[config.mk]
export PLATFORM = sky130hd
export DESIGN_NAME = bcd_to_bin
export DESIGN_NICKNAME = d
export VERILOG_FILES = /design/src/rtl/bcd_to_bin.sv
export SDC_FILE = /design/constraint.sdc
export NUM_CORES = 1
export LEC_CHECK = 0
export CORE_MARGIN = 2
export CORE_UTILIZATION = 40
export CTS_CLUSTER_DIAMETER = 150
export DETAILED_ROUTE_END_ITERATION = 8
export PLACE_DENSITY_LB_ADDON = 0.15
export SLEW_MARGIN = 40
export SYNTH_ARGS = -nofsm -noshare
export SYNTH_HDL_FRONTEND = slang
export SYNTH_SLANG_ARGS = --single-unit
export TNS_END_PERCENT = 20
[constraint.sdc]
create_clock -name clk -period 1.9 [get_ports clk]
set_input_delay 0.285 -clock clk [delete_from_list [all_inputs] [get_ports clk]]
set_output_delay 0.285 -clock clk [all_outputs]
set_load 0.01 [all_outputs]
[src/rtl/bcd_to_bin.sv]
// ---------------------------------------------------------------------------
// bcd_to_bin
//
// Purpose:
//   Sequential converter from a three-digit BCD entry (hundreds, tens, ones)
//   to an 8-bit unsigned binary value. The entry is validated when it is
//   accepted. A legal entry is converted with a reverse double-dabble
//   datapath, which shifts right and subtracts 3 from any digit >= 8, over
//   eight SHIFT cycles. An illegal entry (a digit > 9 or a value > 255) is
//   reported through err on the cycle right after acceptance.
//
// Ports:
//   clk          in   1  system clock, rising-edge active
//   reset        in   1  synchronous, active-high reset (highest priority)
//   start        in   1  conversion request, only honoured in IDLE
//   BcdHundreds  in   4  hundreds digit
//   BcdTens      in   4  tens digit
//   BcdOnes      in   4  ones digit
//   Bit8Out      out  8  converted value, held until the next accepted start
//   busy         out  1  high while the SHIFT state is active
//   done         out  1  one-cycle pulse when Bit8Out/err are valid
//   err          out  1  illegal entry flag, held until the next accepted start
// ---------------------------------------------------------------------------
module bcd_to_bin (
    input  logic       clk,
    input  logic       reset,
    input  logic       start,
    input  logic [3:0] BcdHundreds,
    input  logic [3:0] BcdTens,
    input  logic [3:0] BcdOnes,
    output logic [7:0] Bit8Out,
    output logic       busy,
    output logic       done,
    output logic       err
);

    typedef enum logic [1:0] {
        ST_IDLE  = 2'd0,
        ST_SHIFT = 2'd1,
        ST_DONE  = 2'd2
    } state_t;

    state_t      r_state;
    state_t      w_state_nxt;
    logic [11:0] r_bcd;
    logic [11:0] w_bcd_nxt;
    logic [7:0]  r_bin;
    logic [7:0]  w_bin_nxt;
    logic [3:0]  r_cnt;
    logic [3:0]  w_cnt_nxt;
    logic [7:0]  r_out;
    logic [7:0]  w_out_nxt;
    logic        r_busy;
    logic        w_busy_nxt;
    logic        r_done;
    logic        w_done_nxt;
    logic        r_err;
    logic        w_err_nxt;

    logic [19:0] w_shifted;
    logic [11:0] w_shift_bcd;
    logic [7:0]  w_shift_bin;
    logic        w_entry_ok;

    // A digit that reads 8 or more after the right shift held a 10s carry from the digit above; remove the excess 3.
    function automatic logic [3:0] adj_digit(input logic [3:0] d);
        logic [3:0] r;
        if (d >= 4'd8) begin
            r = d - 4'd3;
        end else begin
            r = d;
        end
        return r;
    endfunction

    // An entry is legal only if every digit is decimal and the value fits in 0..255.
    function automatic logic bcd_legal(input logic [3:0] h, input logic [3:0] t, input logic [3:0] o);
        logic v;
        if ((h > 4'd9) || (t > 4'd9) || (o > 4'd9)) begin
            v = 1'b0;
        end else if (h > 4'd2) begin
            v = 1'b0;
        end else if ((h == 4'd2) && (t > 4'd5)) begin
            v = 1'b0;
        end else if ((h == 4'd2) && (t == 4'd5) && (o > 4'd5)) begin
            v = 1'b0;
        end else begin
            v = 1'b1;
        end
        return v;
    endfunction

    // One reverse double-dabble step: shift {bcd, bin} right, then correct each BCD digit on its own.
    always_comb begin
        w_shifted   = {1'b0, r_bcd, r_bin[7:1]};
        w_shift_bcd = {adj_digit(w_shifted[19:16]),
                       adj_digit(w_shifted[15:12]),
                       adj_digit(w_shifted[11:8])};
        w_shift_bin = w_shifted[7:0];
        w_entry_ok  = bcd_legal(BcdHundreds, BcdTens, BcdOnes);
    end

    // Next-state and next-output logic; every register holds its value unless a state overrides it.
    always_comb begin
        w_state_nxt = r_state;
        w_bcd_nxt   = r_bcd;
        w_bin_nxt   = r_bin;
        w_cnt_nxt   = r_cnt;
        w_out_nxt   = r_out;
        w_err_nxt   = r_err;
        w_busy_nxt  = 1'b0;
        w_done_nxt  = 1'b0;
        case (r_state)
            ST_IDLE: begin
                if (start) begin
                    w_bcd_nxt = {BcdHundreds, BcdTens, BcdOnes};
                    w_bin_nxt = 8'd0;
                    w_cnt_nxt = 4'd0;
                    if (w_entry_ok) begin
                        w_state_nxt = ST_SHIFT;
                        w_busy_nxt  = 1'b1;
                        w_err_nxt   = 1'b0;
                    end else begin
                        // Illegal entry skips conversion and reports at once with a zero result.
                        w_state_nxt = ST_DONE;
                        w_done_nxt  = 1'b1;
                        w_err_nxt   = 1'b1;
                        w_out_nxt   = 8'd0;
                    end
                end else begin
                    w_state_nxt = ST_IDLE;
                end
            end
            ST_SHIFT: begin
                w_bcd_nxt = w_shift_bcd;
                w_bin_nxt = w_shift_bin;
                w_cnt_nxt = r_cnt + 4'd1;
                if (r_cnt == 4'd7) begin
                    // The eighth shift completes the result; publish it directly from the shift output.
                    w_out_nxt   = w_shift_bin;
                    w_state_nxt = ST_DONE;
                    w_done_nxt  = 1'b1;
                    w_busy_nxt  = 1'b0;
                end else begin
                    w_state_nxt = ST_SHIFT;
                    w_busy_nxt  = 1'b1;
                end
            end
            ST_DONE: begin
                w_state_nxt = ST_IDLE;
            end
            default: begin
                w_state_nxt = ST_IDLE;
            end
        endcase
    end

    // State and datapath registers; reset takes priority over everything else.
    always_ff @(posedge clk) begin
        if (reset) begin
            r_state <= ST_IDLE;
            r_bcd   <= 12'd0;
            r_bin   <= 8'd0;
            r_cnt   <= 4'd0;
            r_out   <= 8'd0;
            r_busy  <= 1'b0;
            r_done  <= 1'b0;
            r_err   <= 1'b0;
        end else begin
            r_state <= w_state_nxt;
            r_bcd   <= w_bcd_nxt;
            r_bin   <= w_bin_nxt;
            r_cnt   <= w_cnt_nxt;
            r_out   <= w_out_nxt;
            r_busy  <= w_busy_nxt;
            r_done  <= w_done_nxt;
            r_err   <= w_err_nxt;
        end
    end

    assign Bit8Out = r_out;
    assign busy    = r_busy;
    assign done    = r_done;
    assign err     = r_err;

endmodule
[Yosys cells after proc, flatten, opt, wreduce, memory -nomap -nowiden]
Index checks and enable logic that the tools add are counted.
Operators by class
  $lt $le $gt $ge: 8
  muxes and demuxes: 28
  reduce and logical (&&, ||, !) cells: 10
  add/subtract/negate cells: 3
  equality and inequality tests: 7
Operators with widths (number)
  two-way mux 8 bit: 4
  one-hot mux 8 bit (2 select lines): 2
  one-hot mux 12 bit (2 select lines): 1
  greater-than comparator 4 bit, second input constant: 3
  two-way mux 12 bit: 1
  two-way mux 4 bit: 3
  two-way mux 1 bit: 10
  equality test 4 x 3 -> 1 bit, second input constant: 2
  >= comparator 4 bit, second input constant: 2
  greater-than comparator 4 x 3 -> 1 bit, second input constant: 2
  one-hot mux 4 bit (2 select lines): 1
  subtractor 4 x 2 -> 4 bit, second input constant: 2
  two-way mux 2 bit: 3
  inequality test 2 bit, second input constant: 3
  adder 4 x 1 -> 4 bit, second input constant: 1
  equality test 4 x 2 -> 1 bit, second input constant: 1
  greater-than comparator 4 x 2 -> 1 bit, second input constant: 1
  one-hot mux 1 bit (2 select lines): 2
  one-hot mux 2 bit (2 select lines): 1
  AND reduction 2 bit: 2
  AND reduction 4 bit: 1
  logical AND 1 bit: 3
  equality test 2 x 1 -> 1 bit, second input constant: 1
  logical NOT 2 bit: 1
  other kinds (2): 3
Word-level totals
  output and inout port bits: 11
  register bits: 37
  word-level logic and storage cells: 64
  input port bits: 15

[Logic depth before layout (Yosys ltp)]
Gate-level depths: netlist (run 1).
  word-level depth: 10
  depth in mapped cells: 6
  gate-level depth less buffers: 5

[Least setup slack after synthesis (run 1)]
Ideal clock, no wire load.
  kind: reg-to-reg
  start point: register r_cnt[0]
  end point: register r_out[0], in the netlist Bit8Out[0]
  period minus slack after synthesis: 1.452 ns
  data required time: 1.825 ns
  arrival: 1.378 ns
  path buffers: 0
  stages on the path, launching flop included: 6
  path slack: 0.448 ns
  cells stage by stage: dfxtp_1 -> ha_1 -> and4b_1 -> o31ai_2 -> a22oi_1 -> o21ai_0
On the way
  longest elaborated chain between the ends: 3
Ends and longest elaborated chain
  from (decl): line 49  | logic [3:0] r_cnt;
  from (signal assigned): line 173  | r_cnt <= w_cnt_nxt;
  equality test 4 x 3 -> 1 bit: line 138  | if (r_cnt == 4'd7) begin
  inequality test 2 bit (no source line)
  AND reduction 4 bit (no source line)
  to (signal assigned): line 174  | r_out <= w_out_nxt;
  to (decl): line 51  | logic [7:0] r_out;
No other way between the ends.
A chain may end at the register's enable or synchronous reset.

==> results.sh, run 1 <==
export IMPL_outcome="finished, final reports clean"
export IMPL_die_area_um2=4560
export IMPL_placed_cells_incl_taps=271
export IMPL_root_buffer="clkbuf_8"
export IMPL_gp_congestion=0.840
export IMPL_slowest_stage="clkdlybuf4s50_1"
export IMPL_rsz0062_at_grt="no"
export IMPL_n_antenna_cell=0
export IMPL_worstMarginPinSlew_ns=0.567
export IMPL_ys_flop_type="dfxtp_1"
export IMPL_hold_violations=0
export IMPL_async_reset_ff_share_pct=0
export IMPL_synth_yosys_seq_area_share_pct=42.1
export IMPL_num_fill_cells=385
export IMPL_ys_seq_elements=34
export IMPL_core_um2=3940
export IMPL_top_level_ports=26
export IMPL_viasPerCell=5.53
export IMPL_r2r_worst_path_cells=5
export IMPL_cts_tree="done"
export IMPL_synth_edf_count=0
export IMPL_yosysMostFrequentCell="dfxtp_1"
export IMPL_crit_family="buffers and inverters"
export IMPL_setup_viol=0
export IMPL_stdcell_count=278
export IMPL_post_route_period_util_pct=86.2
export IMPL_antenna_found_initial=0
export IMPL_slew_violations=0
export IMPL_cp_end_kind="output port"
export IMPL_worstPathArrival_ns=1.35
export IMPL_numPortBuffers=25
export IMPL_totalNegativeSetupSlack_ns=0
export IMPL_final_nets=248
export IMPL_hold_class="reg -> reg"
export IMPL_synth_common_cells="dfxtp_1 (34), nand2_1 (27), nor2_1 (23)"
export IMPL_grt_pass1_wl_um=6750
export IMPL_cts_setup_buffers=0
export IMPL_dieHeight_um=67.5
export IMPL_power_density_nw_per_um2=796
export IMPL_power_leakage_nw=0.761
export IMPL_die_w_um=67.5
export IMPL_placementRows=23
export IMPL_drtPass1Iterations=4
export IMPL_clk_path_buf_depth=2
export IMPL_synth_area_leaders="dfxtp_1 (42%), nand2_1 (6.3%), nand3_1 (5.9%)"
export IMPL_synthesis_nets=217
export IMPL_yosysWarnings=0
export IMPL_cp_required_ns=1.62
export IMPL_holdPathStages=2
export IMPL_crit_fanout=8
export IMPL_drc=0
export IMPL_final_util_pct=52.5
export IMPL_cap_violations=0
export IMPL_ys_types=34
export IMPL_clkTransAtPathRegs_ns=0.07
export IMPL_place_hpwl_um=2800
export IMPL_syn_area_per_cell_um2=8.20
export IMPL_final_min_clock_period_ns=1.64
export IMPL_place_ws_ns=0.104
export IMPL_fin_ws_ns=0.262
export IMPL_track_usage_pct=19.9
export IMPL_peakVddDrop_mv=0.480
export IMPL_start_util_pct=41.0
export IMPL_slew_limit_headroom_pct=62.0
export IMPL_overflow=0
export IMPL_h_tree_depth=2
export IMPL_synth_top_area_cell="dfxtp_1"
export IMPL_first_global_vias=1412
export IMPL_max_freq_mhz=610
export IMPL_synth_top_cell_area_share_pct=42.1
export IMPL_cp_slowest_stage_delay_ns=0.60
export IMPL_synth_cells=197
export IMPL_fin_skew_ns=0.0118
export IMPL_cp_num_cells=1
export IMPL_worstPathCellList="clkdlybuf4s50_1"
export IMPL_crit_buf_inv=1
export IMPL_grt_max_degree=19
export IMPL_cts_resized=0
export IMPL_wl_um=3950
export IMPL_start_kind="flip-flop"
export IMPL_hold_buffers=0
export IMPL_clkSinkCount=34
export IMPL_cts_buffers=5
export IMPL_synth_area_um2=1620
export IMPL_insertion_delay_ns=0.30
export IMPL_num_vias=1537
export IMPL_drt_iter0_markers=160
export IMPL_antenna_left=0
export IMPL_layout_drive_gt1_share_pct=9.21
export IMPL_crit_type="reg -> out"
export IMPL_routedWlPerCell_um=14.2
export IMPL_syn2layout_area_growth_pct=28.0
## layer usage
| layer | share of wire, % | track usage [%] |
|---|---|---|
| met5 | 0 | 0 |
| met2 | 43 | 29.5 |
| met1 | 50 | 27.6 |
| met4 | 1.7 | 7.65 |
| met3 | 4.8 | 5.17 |
## power by group
group / total, mW / switching (mW) / internal (mW)
logic: 0.196 / 0.101 / 0.0948
clock network: 0.689 / 0.270 / 0.420
registers: 0.761 / 0.0249 / 0.737
## final cells by class
cell class	count	area [um^2]	share of cell area, %
Clock inverter	1	30.0	1.45
Timing Repair Buffer	36	333	16.1
Inverter	4	15.0	0.726
Sequential cell	34	681	32.9
Clock buffer	6	82.6	3.99
Multi-Input combinational cell	147	865	41.8
Tap cell	50	62.6	3.02
## state kept, by name, indices dropped and copies added (netlist names)
signal and flops:
r_cnt 4, r_bcd 12, err 1, Bit8Out 8, r_bin 7, r_state 2
## logic make-up (layout without fill, tap and decap cells)
group,count (synthesis),in the layout,synth area share [%]
AO/OA/AOI/OAI,52,52,22.5
XOR/XNOR,4,4,2.17
adder cells (fa/ha/maj),5,5,3.87
buffers and inverters,16,47,4.34
flip-flops,34,34,42.1
AND/OR/NAND/NOR,86,86,24.9
## metrics by stage
step           area [um^2]  power (mW)  hold WS, ns
4_1_cts               2070        1.66        0.477
5_1_grt               2070        1.72        0.492
2_1_floorplan         1620       0.882        0.421
3_3_place_gp          1960       0.966        0.457
3_5_place_dp          1960       0.972        0.466
6_report              2070        1.65        0.471
## placed cells by master (no fill, tap or decap)
cell type and count:
a211o_1 1, a211oi_1 1, a21oi_1 12, a221oi_1 2, a22oi_1 8, a311oi_1 9, a31oi_1 1, and2b_1 1
and3_1 2, and4_1 1, and4b_1 1, buf_4 11, bufinv_16 1, clkbuf_8 6, clkdlybuf4s50_1 25, dfxtp_1 34
ha_1 5, inv_1 4, nand2_1 27, nand2b_1 6, nand3_1 19, nand3b_1 1, nor2_1 23, nor2b_1 1
nor3_1 1, nor3b_2 1, nor4_1 2, o211a_1 2, o21a_1 1, o21ai_0 10, o221a_2 1, o22a_1 1
o22ai_1 1, o31ai_2 1, o32ai_1 1, xnor2_1 4
## worst paths after layout
| check | startpoint | endpoint | slack [ns] |
|---|---|---|---|
| worst max-delay path | r_state[0]$_SDFF_PP0_ | busy | 0.26 |
| worst min-delay path | r_bcd[11]$_SDFFE_PP0P_ | r_bcd[11]$_SDFFE_PP0P_ | 0.47 |
| worst max register to register | r_cnt[0]$_SDFFE_PP0P_ | Bit8Out[2]$_SDFFE_PP0P_ | 0.32 |
| worst min register to register | r_bcd[11]$_SDFFE_PP0P_ | r_bcd[11]$_SDFFE_PP0P_ | 0.47 |
Note: power is estimated with default switching activity, not from simulation.
==> run 2, diff against run 1 <==
CTS_CLUSTER_SIZE = 20   (was not set)
clock period = 1.78 ns   (was 1.9 ns; I/O delays follow)
==> run 2 against run 1 <==
Compared with the run above:
- utilization is 0.54 points higher
- flip-flop and latch count did not move
- cell count increased by 0.72%
- largest power group unchanged
- global-route usage is 0.59 points lower
- total power up 5.4%
- clock power up 2%
- sequential share of layout area fell by 0.34 points
- non-clock buffer count up 1
- largest cell class unchanged
==> results.sh, run 2 (same netlist as run 1, synthesis figures left out) <==
export IMPL_outcome="finished, final reports clean"
export IMPL_n_antenna_cell=0
export IMPL_top_register="r_bcd"
export IMPL_grt_pass1_wl_um=6640
export IMPL_routedWlPerCell_um=14.0
export IMPL_drc=0
export IMPL_top_level_ports=26
export IMPL_dieHeight_um=67.5
export IMPL_core_um2=3940
export IMPL_cp_required_ns=1.51
export IMPL_crit_family="buffers and inverters"
export IMPL_start_kind="flip-flop"
export IMPL_grt_max_degree=19
export IMPL_rsz0062_at_grt="no"
export IMPL_cts_setup_buffers=0
export IMPL_totalNegativeSetupSlack_ns=0
export IMPL_peakVddDrop_mv=0.549
export IMPL_cts_tree="done"
export IMPL_cp_end_kind="output port"
export IMPL_hold_violations=0
export IMPL_h_tree_depth=2
export IMPL_seqCellArea_um2=681
export IMPL_insertion_delay_ns=0.29
export IMPL_crit_buf_inv=1
export IMPL_hp_start="r_bin[3]$_SDFFE_PP0P_"
export IMPL_num_vias=1552
export IMPL_largest_reg_flops=12
export IMPL_overflow=0
export IMPL_numPortBuffers=25
export IMPL_antenna_left=0
export IMPL_setup_viol=0
export IMPL_clkTransAtPathRegs_ns=0.08
export IMPL_post_route_period_util_pct=91.2
export IMPL_worstPathArrival_ns=1.36
export IMPL_power_leakage_nw=0.764
export IMPL_holdPathStages=2
export IMPL_fin_skew_ns=0.0106
export IMPL_worstPathCellList="clkdlybuf4s50_1"
export IMPL_cts_resized=0
export IMPL_slowest_stage="clkdlybuf4s50_1"
export IMPL_place_hpwl_um=2840
export IMPL_cts_buffers=5
export IMPL_rrSetupSlack_ns=0.23
export IMPL_hold_end="r_bin[2]$_SDFFE_PP0P_"
export IMPL_final_common_cell="dfxtp_1"
export IMPL_max_freq_mhz=616
export IMPL_first_global_vias=1453
export IMPL_die_w_um=67.5
export IMPL_syn2layout_area_growth_pct=29.4
export IMPL_power_density_nw_per_um2=831
export IMPL_gp_congestion=0.813
export IMPL_worstMarginPinSlew_ns=0.507
export IMPL_crit_fanout=8
export IMPL_slew_limit_headroom_pct=66.1
export IMPL_r2r_start="r_cnt[0]$_SDFFE_PP0P_"
export IMPL_hold_ws_ns=0.476
export IMPL_num_fill_cells=368
export IMPL_multi_input_area_um2=865
export IMPL_final_cell_mix="dfxtp_1 (34), nand2_1 (27), clkdlybuf4s50_1 (25), nor2_1 (23), nand3_1 (19)"
export IMPL_cp_slowest_stage_delay_ns=0.59
export IMPL_final_min_clock_period_ns=1.62
export IMPL_antenna_found_initial=0
export IMPL_clk_path_buf_depth=2
export IMPL_start_util_pct=41.0
export IMPL_track_usage_pct=19.3
export IMPL_r2r_end="Bit8Out[6]$_SDFFE_PP0P_"
export IMPL_placementRows=23
export IMPL_final_nets=249
export IMPL_crit_type="reg -> out"
export IMPL_die_area_um2=4560
export IMPL_drt_iter0_markers=151
export IMPL_drtPass1Iterations=4
export IMPL_root_buffer="clkbuf_8"
export IMPL_viasPerCell=5.54
export IMPL_clkSinkCount=34
export IMPL_r2r_worst_path_cells=5
export IMPL_layout_drive_gt1_share_pct=10.0
export IMPL_slew_violations=0
export IMPL_cap_violations=0
export IMPL_hold_buffers=0
export IMPL_hold_class="reg -> reg"
export IMPL_wl_um=3920
## run 2: metrics by stage
| step | area (um^2) | power, mW | instances | setup slack [ns] | util, % |
|---|---|---|---|---|---|
| after CTS | 2090 | 1.76 | 280 | 0.134 | 53.0 |
| after global placement | 1980 | 1.04 | 272 | 0.0279 | 50.1 |
| after floorplan | 1620 | 0.942 | 197 | 0.328 | - |
| final | 2090 | 1.74 | 280 | 0.156 | 53.0 |
| after global routing | 2090 | 1.81 | 280 | 0.0901 | 53.0 |
| after detailed placement | 1980 | 1.05 | 272 | 0.00684 | 50.1 |
## run 2: final cells by class
type | count | share of cell area (%)
sequential | 34 | 32.6
clock buffer | 5 | 3.29
clock inverter | 3 | 2.16
inverter | 4 | 0.719
tap | 50 | 2.99
timing repair buffer | 37 | 16.9
multi-input combinational | 147 | 41.4
## run 2: worst max path at each step
stage	from	endpoint	slack, ns	cells after the start
final	r_state[0]$_SDFF_PP0_	busy	0.16	1
after global routing	r_cnt[0]$_SDFFE_PP0P_	Bit8Out[2]$_SDFFE_PP0P_	0.09	5
after CTS	r_state[0]$_SDFF_PP0_	busy	0.13	1
after detailed placement	BcdOnes[3]	r_state[1]$_SDFF_PP0_	0.007	6
after global placement	BcdOnes[3]	r_state[1]$_SDFF_PP0_	0.03	6
after floorplan	r_cnt[0]$_SDFFE_PP0P_	Bit8Out[0]$_SDFFE_PP0P_	0.33	5
## run 2: metal layers
metal  track usage [%]  share of wire (%)  vias up
li1                  -                  -      770
met1              25.9                 47      740
met2              29.9                 46       40
met3              4.83                5.4        2
met4              7.14               0.59        0
met5                 0                  0        -
## run 2: report_power, final
| group | internal (mW) | switching, mW | leakage (nW) | total (mW) |
|---|---|---|---|---|
| clock | 0.416 | 0.289 | 0.0504 | 0.705 |
| sequential | 0.786 | 0.0284 | 0.277 | 0.814 |
| combinational | 0.107 | 0.108 | 0.437 | 0.216 |
